$ cat src/rtl/shift_pipe_stage.sv
// Elastic DEPTH-stage register pipeline with valid/ready on both sides.
// Bubbles collapse forward so a downstream stall fills empty stages before back-pressuring.
module shift_pipe_stage #(
  parameter int WIDTH = 4,
  parameter int DEPTH = 3
) (
  input  logic                         clk,
  input  logic                         rst_n,
  input  logic                         flush,
  input  logic                         in_valid,
  output logic                         in_ready,
  input  logic [WIDTH-1:0]             in_data,
  output logic                         out_valid,
  input  logic                         out_ready,
  output logic [WIDTH-1:0]             out_data,
  output logic [WIDTH*DEPTH-1:0]       tap_data,
  output logic [DEPTH-1:0]             tap_valid,
  output logic [$clog2(DEPTH+1)-1:0]   count
);

  localparam int CW = $clog2(DEPTH+1);

  logic [WIDTH-1:0] stage_data [DEPTH];
  logic [DEPTH-1:0] stage_valid;
  logic [DEPTH-1:0] move;
  logic             carry;
  logic             in_xfer;
  logic             out_xfer;

  // A stage may advance if out_ready is high or any stage at or beyond it is empty;
  // computed as a running OR from the output end so the chain has no self-reference.
  always_comb begin
    carry = out_ready;
    move  = '0;
    for (int unsigned i = 0; i < DEPTH; i++) begin
      carry               = carry | ~stage_valid[DEPTH-1-i];
      move[DEPTH-1-i]     = carry;
    end
  end

  assign in_ready  = move[0] & ~flush;
  assign in_xfer   = in_valid & in_ready;
  assign out_xfer  = out_valid & out_ready;

  assign out_valid = stage_valid[DEPTH-1];
  assign out_data  = stage_data[DEPTH-1];
  assign tap_valid = stage_valid;

  always_comb begin
    tap_data = '0;
    for (int unsigned i = 0; i < DEPTH; i++) begin
      tap_data[i*WIDTH +: WIDTH] = stage_data[i];
    end
  end

  always_ff @(posedge clk or negedge rst_n) begin
    if (!rst_n) begin
      stage_valid <= '0;
      count       <= '0;
      for (int unsigned i = 0; i < DEPTH; i++) begin
        stage_data[i] <= '0;
      end
    end else if (flush) begin
      stage_valid <= '0;
      count       <= '0;
    end else begin
      // Data registers load only behind a valid item, so bubbles leave stale data in place.
      if (move[0]) begin
        stage_valid[0] <= in_valid;
        if (in_valid) stage_data[0] <= in_data;
      end
      for (int unsigned i = 1; i < DEPTH; i++) begin
        if (move[i]) begin
          stage_valid[i] <= stage_valid[i-1];
          if (stage_valid[i-1]) stage_data[i] <= stage_data[i-1];
        end
      end
      case ({in_xfer, out_xfer})
        2'b10:   count <= count + CW'(1);
        2'b01:   count <= count - CW'(1);
        default: ;
      endcase
    end
  end

endmodule

$ cat config.mk
export PLATFORM = sky130hd
export DESIGN_NAME = shift_pipe_stage
export DESIGN_NICKNAME = d
export VERILOG_FILES = /design/src/rtl/shift_pipe_stage.sv
export SDC_FILE = /design/constraint.sdc
export NUM_CORES = 1
export LEC_CHECK = 0
export ABC_AREA = 0
export BUFFER_PORTS_ARGS = -buffer_cell sky130_fd_sc_hd__buf_2
export CAP_MARGIN = 20
export CORE_MARGIN = 4
export CORE_UTILIZATION = 46
export CTS_CLUSTER_DIAMETER = 80
export DETAILED_ROUTE_END_ITERATION = 12
export GPL_ROUTABILITY_DRIVEN = 0
export PLACE_DENSITY = 0.77
export SLEW_MARGIN = 20
export SYNTH_ARGS = -nofsm -noshare
export SYNTH_HDL_FRONTEND = slang
export SYNTH_SLANG_ARGS = --single-unit
$ cat constraint.sdc
create_clock -name clk -period 1.8 [get_ports clk]
set_input_delay 0.27 -clock clk [delete_from_list [all_inputs] [get_ports clk]]
set_output_delay 0.27 -clock clk [all_outputs]
set_load 0.03 [all_outputs]
After elaboration in Yosys (flattened, before gate mapping)
Cells that the tools add are included.
Operators by class
  $add $sub $neg: 2
  equality and inequality tests: 2
  muxes and demuxes: 6
  bitwise logic cells: 10
  reductions and logical operators: 7
Operator list (number)
  $reduce_and A3 Y1: 3
  $reduce_bool A2 Y1: 3
  $not A1 Y1: 4
  $pmux W2 S2: 1
  $and A1 B1 Y1: 3
  $mux W1: 3
  $mux W3: 1
  $or A1 B1 Y1: 3
  $reduce_bool A3 Y1: 1
  $add A2 B1 Y2 const B: 1
  $eq A2 B1 Y1 const B: 1
  $eq A2 B2 Y1 const B: 1
  $mux W2: 1
  $sub A2 B1 Y2 const B: 1
Word-level totals
  register bits: 17
  bits of input ports: 9
  logic and storage cells: 34

Logic depth before layout (Yosys ltp)
  word-level depth: 9
  mapped depth: 4
  mapped depth without buffers: 3

Worst setup path before layout
No wires, ideal clock.
  kind: reg-to-reg
  start: register stage_valid[2] (netlist: tap_valid[2])
  end: register count[1]
  library setup time: 139 ps
  data arrival time: 1462 ps
  required time: 1661 ps
  path slack: 200 ps
  stages on the path, launching flop included: 4
  clock period less this slack: 1600 ps
  cells stage by stage: dfrtp_1 and4b_1 nor4_1 or4_1
Between the ends
  cells in the longest elaborated chain, start to end: 9
Ends and longest elaborated chain
  start, declared: line 24  | logic [DEPTH-1:0] stage_valid;
  start signal, assigned by index: line 74  | stage_valid[i] <= stage_valid[i-1];
  $not A1 Y1: line 36  | carry = carry | ~stage_valid[DEPTH-1-i];
  $or A1 B1 Y1 (3 in a row): line 36
  $and A1 B1 Y1: line 41  | assign in_ready = move[0] & ~flush;
  $and A1 B1 Y1: line 42  | assign in_xfer = in_valid & in_ready;
  $eq A2 B1 Y1 or $eq A2 B2 Y1 (tied branches): line 78  | case ({in_xfer, out_xfer})
  $pmux W2 S2: line 78
  $mux W2: line 63  | end else if (flush) begin
  end signal, assigned: line 79  | 2'b10: count <= count + CW'(1);
  end signal, assigned: line 80  | 2'b01: count <= count - CW'(1);
  end, declared: line 18  | output logic [$clog2(DEPTH+1)-1:0] count
Parallel ways exist; a longest one is shown, timed or not.
A chain may end at the register's enable or synchronous reset.

Worst setup path in the final report
  start: register stage_valid[1] (netlist: tap_valid[1])
  end: output port in_ready
Between the ends
  cells in the longest elaborated chain, start to end: 4
Ends and longest elaborated chain
  $not A1 Y1: line 36
  $or A1 B1 Y1 (2 in a row): line 36
  $and A1 B1 Y1: line 41
  end, declared: line 11  | output logic in_ready,
No other way between the ends.

==> tab_implementation.tex <==
\begin{tabular}{lr}
\hline
Metric & Value \\
\hline
\multicolumn{2}{l}{\textbf{Detailed routing}} \\
First-pass iteration count of the detailed router & 4 \\
Vias & 608 \\
DRC marker count from the first detailed-route iteration & 7 \\
Post-route antenna net violation count & 0 \\
Wire length reported by the detailed router & approximately 1.6 mm \\
Average wire per standard cell & 14.40 µm \\
Detail-routed via count per cell & 5.477 \\
\# DRC & 0 \\
\multicolumn{2}{l}{\textbf{Clocking}} \\
Clk root buf & sky130\_fd\_sc\_hd\_\_clkbuf\_4 \\
Clk slew on worst S/H paths & approximately 100 ps \\
\# resized after CTS & 0 \\
Number of H-tree branching levels & 1 \\
Hold Buf Count CTS & 1 \\
Number of sinks driven by the clock tree & 17 \\
Clock tree from TritonCTS & yes \\
Maximum buffer depth of the clock tree & 2 \\
Total clock buffers created by CTS & 3 \\
Clock latency on the worst-skew pair & 300 ps \\
Post-CTS setup-driven buffer insertion count & 0 \\
\multicolumn{2}{l}{\textbf{Synthesis}} \\
Average footprint of a synthesized cell & 12.18 µm² \\
Count of state elements after synthesis & 17 \\
Yosys warns & 0 \\
Sequential-to-total area share from yosys stat & 53.71\% \\
Number of flops mapped to enable cells by yosys & 0 \\
Most instantiated flip-flop cell in the synthesis netlist & sky130\_fd\_sc\_hd\_\_dfrtp\_1 \\
Leading cell types by count after synthesis & 17 x sky130\_fd\_sc\_hd\_\_dfrtp\_1, 12 x sky130\_fd\_sc\_hd\_\_mux2\_2, 6 x sky130\_fd\_sc\_hd\_\_nor2\_1 \\
Fraction of synthesized cell area taken by the top area cell type & 53.71\% \\
Combined area of all synthesized cells & $\sim$790 µm² \\
Synth cell types & 24 \\
Post-synth top area cell & sky130\_fd\_sc\_hd\_\_dfrtp\_1 \\
Gate count of the mapped netlist & 65 \\
Count leader, synth & sky130\_fd\_sc\_hd\_\_dfrtp\_1 \\
Top cells by area in the synthesized netlist & sky130\_fd\_sc\_hd\_\_dfrtp\_1 54\%, sky130\_fd\_sc\_hd\_\_mux2\_2 17\%, sky130\_fd\_sc\_hd\_\_buf\_4 4.7\%, sky130\_fd\_sc\_hd\_\_nor2\_1 2.8\%, sky130\_fd\_sc\_hd\_\_a211oi\_1 1.9\% \\
Share of synthesized registers carrying an async set or reset & between 90\% and 100\% \\
Syn Nets & 74 \\
\multicolumn{2}{l}{\textbf{STA}} \\
Worst-Margin Slew & 375.4 ps \\
Final setup skew & 2.705 ps \\
Final critical delay including setup and external delays & 1583 ps \\
Final Cycle Share & 87.97\% \\
Relative slew slack & about 75\% \\
Count of final max-slew check failures & 0 \\
Final count of negative-setup-slack endpoints & 0 \\
Hold violation total from the final report & 0 \\
Final Hold Slack & 196.7 ps \\
Summed negative setup slack over all endpoints & 0 ps \\
Final worst setup slack & 216.6 ps \\
RSZ-0062 raised after global routing & false \\
Max Clk Rate & 0.6316 GHz \\
\multicolumn{2}{l}{\textbf{Layout}} \\
Area of all placed cells without fillers & 962.2 µm² \\
Layout cells sized above 1 & 51.58\% \\
Number of filler instances in the final layout & 136 \\
Area overhead of the layout relative to synthesis & 21.48\% \\
Final net count & between 100 and 150 \\
Share of the core filled with cells in the final layout & just over 60\% \\
Final std cells w/o fill & between 100 and 150 \\
Total inserted antenna cells & 0 \\
\multicolumn{2}{l}{\textbf{Floorplanning}} \\
Count of boundary I/O pins & 32 \\
Site Rows & 14 \\
Die span in y & 49.50 µm \\
Initial Util & roughly 51\% \\
Overall die area & approximately 2400 µm² \\
Placeable core area & 1559 µm² \\
Die span in x & 49.50 µm \\
\multicolumn{2}{l}{\textbf{Global route}} \\
Vias in the first global route & 618 \\
Global-route wire length before repair & 2.760 mm \\
Pin count of the biggest net entering global routing & 18 \\
Congestion Overflow GR & 0 \\
GRT Resource Usage Total & 14.85\% \\
Initial antenna violation count & 0 \\
\multicolumn{2}{l}{\textbf{Placement}} \\
Estimated wirelength of the detail-placed design & between 1 and 1.5 mm \\
Dpl cell area & between 900 and 1000 µm² \\
Number of I/O port buffers & 31 \\
\# placed instances & $\sim$110 \\
Pre-CTS WS & 313.0 ps \\
\multicolumn{2}{l}{\textbf{Power}} \\
Leakage power & 0.4845 nW \\
Ratio of total power to cell area & 1287 nW/µm² \\
Final total power & 1.238 mW \\
Peak ir drop on the vdd network & 622.0 µV \\
\multicolumn{2}{l}{\textbf{Setup path}} \\
CP endpoint kind & output port \\
Element type at the critical path start & flip-flop \\
Cells traversed along the worst timing path & and4b\_1 > nor2\_1 > buf\_2 \\
Library cell contributing the largest single delay on the critical path & sky130\_fd\_sc\_hd\_\_dfrtp\_1 \\
Highest net fanout along the worst path & 7 \\
Worst Setup Path Type & reg2out \\
Critical Path RT & 1530 ps \\
Peak per-stage delay on the critical path & 460 ps \\
Arrival time worst endpoint & 1310 ps \\
\multicolumn{2}{l}{\textbf{Hold path}} \\
Class of the worst hold path & in2reg \\
\multicolumn{2}{l}{\textbf{Outcome}} \\
Status & finished clean \\
\multicolumn{2}{l}{\textbf{Flow run}} \\
Maximum Capacitance Violations & 0 \\
\hline
\end{tabular}
worst paths after layout:
| kind | endpoint | start | slack, ps | cells past startpoint |
|---|---|---|---|---|
| worst min-delay path | tap_data[0] | in_data[0] | 200 | 2 |
| worst max register to register | out_data[1] | tap_valid[2] | 300 | 3 |
| max in group asynchronous | out_data[0] | rst_n | 1110 | 2 |
| worst min register to register | tap_data[5] | tap_data[1] | 530 | 1 |
| worst max-delay path | in_ready | tap_valid[1] | 220 | 3 |
| min in group asynchronous | tap_data[2] | rst_n | 420 | 2 |
worst max-delay path: cells and delay by family (launching register included):
| family | cells | cell delay (ps) |
|---|---|---|
| DFF | 1 | 460 |
| and+or+nand+nor | 2 | 360 |
| buffers and inverters | 1 | 200 |
state kept, by name, summed over array words and instances, names as in the netlist:
name	flops
count	2
tap_data	8
out_data	4
tap_valid	3
power breakdown:
| group | internal (mW) | switching [mW] |
|---|---|---|
| clock | 0.0828 | 0.129 |
| sequential | 0.464 | 0.0565 |
| combinational | 0.161 | 0.345 |
cell families after synthesis:
group,synth area share (%)
muxes,17.06
buffers and inverters,5.845
DFF,53.71
AOI/OAI and AO/OA,7.268
and+or+nand+nor,16.11
layout by cell type, fill, tap and decap left out, types with 2 or more instances in the layout:
cell	n
sky130_fd_sc_hd__clkbuf_4	3
sky130_fd_sc_hd__a211oi_1	2
sky130_fd_sc_hd__buf_2	31
sky130_fd_sc_hd__a21oi_1	2
sky130_fd_sc_hd__nand2b_1	2
sky130_fd_sc_hd__nor4_1	2
sky130_fd_sc_hd__nor2_1	6
sky130_fd_sc_hd__mux2_2	12
sky130_fd_sc_hd__dfrtp_1	17
sky130_fd_sc_hd__nor2b_1	2
layer usage:
| metal | wire length, µm | vias up | track usage, % |
|---|---|---|---|
| met2 | 795 | 18 | 25.67 |
| met1 | 688 | 297 | 16.83 |
| met5 | 0 | - | 0 |
| li1 | - | 289 | - |
| met3 | 78 | 4 | 3.313 |
| met4 | 35 | 0 | 8.295 |
cell type report:
class,instances,area (µm²),share of cell area (%)
clock inverters,1,5.005,0.5202
well taps,16,20.02,2.081
repair buffers,32,165.2,17.17
clock buffers,3,22.52,2.341
multi-input cells,41,320.3,33.29
flip-flops and latches,17,425.4,44.21
inverters,1,3.754,0.3901
No activity file was read; power rests on OpenSTA's default activity.
